[config.mk]
export PLATFORM = sky130hd
export DESIGN_NAME = byte_joining_param
export DESIGN_NICKNAME = d
export VERILOG_FILES = /design/src/rtl/byte_joining_param.sv
export SDC_FILE = /design/constraint.sdc
export NUM_CORES = 1
export LEC_CHECK = 0
export CORE_MARGIN = 3
export CORE_UTILIZATION = 52
export CTS_CLUSTER_SIZE = 40
export DETAILED_ROUTE_END_ITERATION = 8
export PLACE_DENSITY = 0.84
export SKIP_LAST_GASP = 1
export SLEW_MARGIN = 30
export SYNTH_ARGS = -nofsm -noshare
export SYNTH_HDL_FRONTEND = slang
export SYNTH_SLANG_ARGS = --single-unit
[constraint.sdc]
create_clock -name clk -period 5.74 [get_ports clk]
set_input_delay 0.574 -clock clk [delete_from_list [all_inputs] [get_ports clk]]
set_output_delay 0.574 -clock clk [all_outputs]
set_load 0.005 [all_outputs]
[src/rtl/byte_joining_param.sv]
// Parametrised lane-to-stream byte joiner: captures one word of LANES lane symbols
// and replays the active lanes (1<<mode, clamped to LANES) in lane order.
module byte_joining_param #(
    parameter int unsigned WIDTH = 8,
    parameter int unsigned LANES = 4
) (
    input  logic                     clk,
    input  logic                     reset_L,
    input  logic [LANES*WIDTH-1:0]   lanes_in,
    input  logic                     in_valid,
    output logic                     in_ready,
    input  logic [1:0]               mode,
    output logic [WIDTH-1:0]         data_out,
    output logic                     out_valid,
    input  logic                     out_ready
);

    localparam int unsigned IW = (LANES > 1) ? $clog2(LANES) : 1;
    localparam int unsigned NW = $clog2(LANES + 1);

    typedef enum logic {
        EMPTY,
        FULL
    } state_t;

    state_t                 state;
    logic [LANES*WIDTH-1:0] buffer;
    logic [IW-1:0]          idx;
    logic [NW-1:0]          nl_q;
    logic [NW-1:0]          nl;
    logic                   last;
    logic                   accept;
    logic                   emit;

    function automatic logic [WIDTH-1:0] lane_of(input logic [LANES*WIDTH-1:0] w,
                                                 input int unsigned k);
        return w[k*WIDTH +: WIDTH];
    endfunction

    // Requested lane count clamped to the physical lane count.
    assign nl = ((32'd1 << mode) > LANES) ? NW'(LANES) : NW'(32'd1 << mode);

    assign last     = (NW'(idx) == (nl_q - NW'(1)));
    assign in_ready = (state == EMPTY) || (out_ready && last);
    assign accept   = in_valid && in_ready;
    assign emit     = out_valid && out_ready;

    // Capture-and-replay state machine; data_out always mirrors buffer[idx] while FULL.
    always_ff @(posedge clk or negedge reset_L) begin
        if (!reset_L) begin
            state     <= EMPTY;
            buffer    <= '0;
            idx       <= '0;
            nl_q      <= NW'(1);
            out_valid <= 1'b0;
            data_out  <= '0;
        end else begin
            case (state)
                EMPTY: begin
                    if (accept) begin
                        state     <= FULL;
                        buffer    <= lanes_in;
                        nl_q      <= nl;
                        idx       <= '0;
                        out_valid <= 1'b1;
                        data_out  <= lanes_in[WIDTH-1:0];
                    end
                end
                FULL: begin
                    if (emit) begin
                        if (!last) begin
                            idx      <= idx + IW'(1);
                            data_out <= lane_of(buffer, 32'(idx) + 32'd1);
                        end else if (accept) begin
                            // Back-to-back capture on the last-byte edge avoids a bubble.
                            buffer    <= lanes_in;
                            nl_q      <= nl;
                            idx       <= '0;
                            out_valid <= 1'b1;
                            data_out  <= lanes_in[WIDTH-1:0];
                        end else begin
                            state     <= EMPTY;
                            idx       <= '0;
                            out_valid <= 1'b0;
                            data_out  <= '0;
                        end
                    end
                end
                default: state <= EMPTY;
            endcase
        end
    end

endmodule

==> out/metrics.cfg, run 1 <==
[route]
dr_total_vias = 1328
dr.max_layer_used = met4
drc_errors = 0
met3_length_um = 212
vias_per_cell = 5.51
drt-total-wl_um = 3860
drtAntennaViolNets = 0
dr_wl_met2_um = 1920
drtIter0Drc = 71
first_pass_iters = 4
routedWlPerCell_um = 16.0
wl_met1_um = 1650

[sta]
fin_crit_ns = 2.88
fin_setup_tns_ns = 0
final-hold-violation-count = 0
fin_crit_sh = 0.502
fin_hold_ws_ns = 0.304
fmax_mhz = 347
finalSetupViolCount = 0
skew_ns = 0.00533
grt_setup_unrepaired = false
relSlewSlack = 0.425
worstMarginPinSlew_ns = 0.860
final-max-slew-violation-count = 0

[synthesis]
synth_area_um2 = 1880
ys_seq_area_frac = 0.521
syn-num-nets = 188
ys_ff_latch = 39
yosysWarnings = 0
ys_types = 31
postSynthAreaPerCell_um2 = 12.6
syn_inst = 149

[clocking]
numClockSinks = 39
cts_buffer_depth = 2
holdBufCountCts = 0
post_cts_buffers = 0
cts-buffers-inserted = 5
clkTransAtPathRegs_ns = 0.11
clk_latency_ns = 0.35
ctsResizeCount = 0
clockRootBuffer = clkbuf_4
cts_tree = yes
htree_levels = 2

[pwr]
clkPwrFrac = 0.191
powerDensity_nw_per_um2 = 295
power.share.combinational = 0.270
power.switching_uw = 218
p_int_uw = 487
ir_drop_v = 0.000219
p_leak_uw = 0.000975
seqPwrFrac = 0.539
p_sw_frac = 0.309

[worst_setup_path]
start_kind = flip-flop
critPathArrivalTime_ns = 2.31
worst-setup-path-type = flip-flop to primary output
ff2ff_path_depth = 6
cp_max_fo = 3
required_ns = 5.17
end_kind = primary output

[placement]
place.port_buffers = 47
dp_hpwl_um = 2880
dpl_cell_area_um2 = 2340
gp_congestion = 0.723

[flow_run]
maxCapViolCount = 0

[global_route]
grt.overflow.total = 0
grt_max_degree = 40
antenna_found_initial = 0
grt_pass1_wl_um = 6150
grtUsageTotal = 0.192
grt_pass1_vias = 1337

[floorplanning]
die_w_um = 66.1
coreArea_um2 = 3420
die-area_um2 = 4360
rows = 21
start_util = 0.549
die_h_um = 66.1
io_pins = 48

[cells_and_area]
nets = 233
fin_area_um2 = 2390
diodes = 0
area_growth_pct = 27.7
drive_gt1_frac = 0.0974

[worst_hold_path]
hold_path.class = input pin to async pin

[outcome]
status = completed

final timing paths:
kind | from | to | slack [ns]
max | nl_q[0]$_DFFE_PN1P_ | in_ready | 2.86
min in group clk | buffer[25]$_DFFE_PN0P_ | buffer[25]$_DFFE_PN0P_ | 0.50
max in group asynchronous | reset_L | buffer[10]$_DFFE_PN0P_ | 4.92
max reg2reg | nl_q[0]$_DFFE_PN1P_ | buffer[13]$_DFFE_PN0P_ | 3.11
min | reset_L | data_out[0]$_DFFE_PN0P_ | 0.30
min reg2reg | buffer[25]$_DFFE_PN0P_ | buffer[25]$_DFFE_PN0P_ | 0.50
power by group through the flow:
stage,Sequential (uW),Combinational (uW),Clock (uW)
floorplan,356,150,0
global placement,382,182,0
detailed placement,387,191,0
CTS,381,192,137
global route,389,212,150
finish,380,191,134
logic make-up (layout without fill, tap and decap cells):
kind of cell	Yosys count	in the layout	synth area share
adder cells (fa/ha/maj)	1	1	0.00667
XOR/XNOR	3	3	0.0140
AO/OA/AOI/OAI	33	33	0.122
buffers and inverters	12	58	0.0347
AND/OR/NAND/NOR	17	17	0.0487
flip-flops	39	39	0.521
multiplexers	44	44	0.253
placed cells by master, fill, tap and decap left out, drive strengths merged:
cell type,count
clkinv,1
nor2b,1
mux2i,17
buf,1
xor2,2
nand4,1
a21oi,3
nand2,6
nand2b,2
dfstp,1
dfrtp,38
nand4b,1
a21o,1
mux2,27
o21ai,10
inv,3
or3,1
nor2,3
and3,1
o22ai,8
nand3,1
o2111ai,1
ha,1
clkdlybuf4s50,46
a31oi,2
clkbuf,7
o2bb2ai,8
xnor2,1
critical path, cell delays in order (launching register included):
cell and delay [ns]:
dfstp_2 0.56, inv_1 0.05, ha_1 0.30, xor2_1 0.25
nand4_1 0.15, nand2_1 0.12, clkdlybuf4s50_1 0.53
final cells by class:
class / instances / area (um^2)
clock buffer: 7 / 45.0
clock inverter: 1 / 5.00
fill: 265 / 1020
inverter: 3 / 11.3
multi-input combinational: 98 / 833
sequential: 39 / 977
tap: 46 / 57.6
timing repair buffer: 47 / 465
routing by layer:
layer | vias up | track usage
met5 | - | 0
met4 | 0 | 0.0761
met3 | 7 | 0.0510
met2 | 40 | 0.320
met1 | 643 | 0.236
li1 | 638 | -
Yosys cell counts, drive strengths merged:
cell type,instances,area [um^2]
a21o,1,7.51
a21oi,3,26.3
a31oi,2,12.5
and3,1,6.26
buf,8,50.1
clkbuf,1,3.75
dfrtp,38,951
dfstp,1,26.3
ha,1,12.5
inv,3,11.3
mux2,27,304
mux2i,17,170
nand2,6,22.5
nand2b,2,12.5
nand3,1,5.00
nand4,1,6.26
nand4b,1,15.0
nor2,3,11.3
nor2b,1,6.26
o2111ai,1,8.76
o21ai,10,53.8
o22ai,8,50.1
o2bb2ai,8,70.1
or3,1,6.26
xnor2,1,8.76
xor2,2,17.5
registers in the layout (all words and copies together) (netlist names):
register / flops
nl_q: 3
out_valid: 1
state: 1
idx: 2
buffer: 24
data_out: 8
stage by stage:
| stage | worst slack, ns | total power [uW] | std cells | util |
|---|---|---|---|---|
| floorplan | 3.58 | 505 | 149 | - |
| global placement | 3.04 | 564 | 233 | 0.686 |
| detailed placement | 2.92 | 578 | 233 | 0.686 |
| CTS | 2.87 | 710 | 241 | 0.701 |
| global route | 2.75 | 751 | 241 | 0.701 |
| finish | 2.86 | 705 | 241 | 0.701 |
No activity file was read; power rests on OpenSTA's default activity.
==> run 2: changes to the inputs <==
--- a/config.mk
+++ b/config.mk
@@ -6,10 +6,10 @@
 export NUM_CORES = 1
 export LEC_CHECK = 0
 export CORE_MARGIN = 3
-export CORE_UTILIZATION = 52
+export CORE_UTILIZATION = 44
 export CTS_CLUSTER_SIZE = 40
 export DETAILED_ROUTE_END_ITERATION = 8
-export PLACE_DENSITY = 0.84
+export PLACE_DENSITY = 0.76
 export SKIP_LAST_GASP = 1
 export SLEW_MARGIN = 30
 export SYNTH_ARGS = -nofsm -noshare
==> constraint.sdc (replaced) <==
create_clock -name clk -period 2.3 [get_ports clk]
set_input_delay 0.23 -clock clk [delete_from_list [all_inputs] [get_ports clk]]
set_output_delay 0.23 -clock clk [all_outputs]
set_load 0.005 [all_outputs]
==> run 2 against run 1 <==
Clock skew about the same; non-clock buffer count increased by 4; clock-buffer cell count unchanged; critical path depth increased by 1; critical endpoint is now buffer[9]$_DFFE_PN0P_; largest cell class unchanged.
==> out/metrics.cfg, run 2 (same netlist as run 1, synthesis figures left out) <==
[sta]
fin_crit_ns = 2.17
grt_setup_unrepaired = false  ; unchanged
finalSetupViolCount = 0  ; unchanged
final-hold-violation-count = 0  ; unchanged
fin_hold_ws_ns = 0.0464  ; was 0.304 ns
skew_ns = 0.00519  ; was 0.00533 ns
fin_crit_sh = 0.945
fmax_mhz = 460
fin_setup_tns_ns = 0  ; unchanged
final-max-slew-violation-count = 0  ; unchanged
relSlewSlack = 0.430  ; was 0.425
worstMarginPinSlew_ns = 0.855  ; was 0.860 ns

[route]
first_pass_iters = 4  ; unchanged
vias_per_cell = 5.37  ; was 5.51
dr_total_vias = 1336  ; was 1328
drtAntennaViolNets = 0  ; unchanged
drtIter0Drc = 44  ; was 71
routedWlPerCell_um = 15.7  ; was 16.0 um
drt-total-wl_um = 3920  ; was 3860 um
drc_errors = 0  ; unchanged

[worst_setup_path]
start_kind = flip-flop  ; unchanged
critical_path_buf_inv_count = 2  ; unchanged
critPathArrivalTime_ns = 2.34  ; was 2.31 ns
reg2reg_slack_ns = 0.13  ; was 3.11 ns
critPathTopFamily = flip-flops  ; was buffers and inverters
critPathSlowestCell = dfstp_2  ; unchanged
end_kind = flip-flop  ; was primary output
slowest_delay_ns = 0.55  ; was 0.56 ns
worst-setup-path-type = flip-flop to flip-flop  ; was flip-flop to primary output
required_ns = 2.47  ; was 5.17 ns
crit_chain = inv_1 > ha_1 > xor2_2 > nand4b_2 > a21oi_4 > buf_12 > mux2_2  ; was inv_1 > ha_1 > xor2_1 > nand4_1 > nand2_1 > clkdlybuf4s50_1
cp_max_fo = 27  ; was 3

[cells_and_area]
area_growth_pct = 32.6  ; was 27.7%
ff_latch_area_um2 = 977  ; unchanged
nets = 237  ; was 233
largest_reg_flops = 24  ; unchanged
top_register = buffer  ; unchanged
fillers = 316  ; was 265
multi_input_area_um2 = 847  ; was 833 um^2
drive_gt1_frac = 0.126  ; was 0.0974
diodes = 0  ; unchanged
layout_commonest_cell = clkdlybuf4s50_1  ; unchanged
final_cell_mix = clkdlybuf4s50_1 (45), dfrtp_1 (38), mux2_1 (19), mux2i_1 (17), o21ai_0 (9)  ; was clkdlybuf4s50_1 (46), dfrtp_1 (38), mux2_1 (19), mux2i_1 (17), o21ai_0 (9)
top_regs = buffer (24), data_out (8), nl_q (3)  ; unchanged

[clocking]
clkTransAtPathRegs_ns = 0.07  ; was 0.11 ns
clk_latency_ns = 0.29  ; was 0.35 ns
post_cts_buffers = 0  ; unchanged
htree_levels = 2  ; unchanged
ctsResizeCount = 2  ; was 0
cts_buffer_depth = 2  ; unchanged
cts_tree = yes  ; unchanged
numClockSinks = 39  ; unchanged
clockRootBuffer = clkbuf_8  ; was clkbuf_4
cts-buffers-inserted = 5  ; unchanged
holdBufCountCts = 0  ; unchanged

[placement]
dp_hpwl_um = 2860  ; was 2880 um
place.port_buffers = 47  ; unchanged
gp_congestion = 0.774  ; was 0.723

[global_route]
grt.overflow.total = 0  ; unchanged
grt_pass1_wl_um = 6720  ; was 6150 um
grtUsageTotal = 0.168  ; was 0.192
grt_max_degree = 40  ; unchanged
antenna_found_initial = 0  ; unchanged
grt_pass1_vias = 1417  ; was 1337

[pwr]
powerDensity_nw_per_um2 = 752  ; was 295 nW/um^2
ir_drop_v = 0.000526  ; was 0.000219 V
p_leak_uw = 0.00102  ; was 0.000975 uW

[floorplanning]
die_w_um = 71.3  ; was 66.1 um
start_util = 0.462  ; was 0.549
die-area_um2 = 5080  ; was 4360 um^2
coreArea_um2 = 4060  ; was 3420 um^2
io_pins = 48  ; unchanged
die_h_um = 71.3  ; was 66.1 um
rows = 23  ; was 21

[outcome]
status = completed  ; unchanged

[flow_run]
maxCapViolCount = 0  ; unchanged

[worst_hold_path]
hold_path.class = input pin to async pin  ; unchanged

run 2: report_power, final:
part | internal [uW] | switching, uW
sequential | 830 | 72.7
combinational | 279 | 256
clock | 213 | 220
total | 1320 | 549
run 2: per-stage QoR:
| step | setup WS, ns | std cells | cell area, um^2 | util | power, uW |
|---|---|---|---|---|---|
| finish | 0.128 | 249 | 2490 | 0.613 | 1870 |
| global route | 0.0142 | 249 | 2490 | 0.613 | 2000 |
| CTS | 0.0932 | 249 | 2480 | 0.611 | 1890 |
| detailed placement | 0.0813 | 241 | 2390 | 0.590 | 1450 |
| global placement | 0.172 | 241 | 2390 | 0.590 | 1420 |
| floorplan | 0.138 | 149 | 1880 | - | 1260 |
run 2: area by class of cell:
class,instances,share of cell area
Tap cell,50,0.0252
Clock buffer,7,0.0307
Multi-Input combinational cell,98,0.341
Timing Repair Buffer,51,0.204
Inverter,3,0.00453
Clock inverter,1,0.00201
Sequential cell,39,0.393
run 2: worst paths after layout:
check | startpoint | to | cells after the start
setup / recovery | nl_q[0]$_DFFE_PN1P_ | buffer[9]$_DFFE_PN0P_ | 7
hold reg to reg | buffer[26]$_DFFE_PN0P_ | buffer[26]$_DFFE_PN0P_ | 1
hold / removal | reset_L | buffer[16]$_DFFE_PN0P_ | 1
min in group clk | buffer[26]$_DFFE_PN0P_ | buffer[26]$_DFFE_PN0P_ | 1
setup reg to reg | nl_q[0]$_DFFE_PN1P_ | buffer[9]$_DFFE_PN0P_ | 7
max in group asynchronous | reset_L | buffer[30]$_DFFE_PN0P_ | 1
run 2: metal layers:
layer | part of all wire | GRT usage
met3 | 0.057 | 0.0351
met1 | 0.43 | 0.216
met5 | 0 | 0
met2 | 0.49 | 0.278
met4 | 0.023 | 0.0647
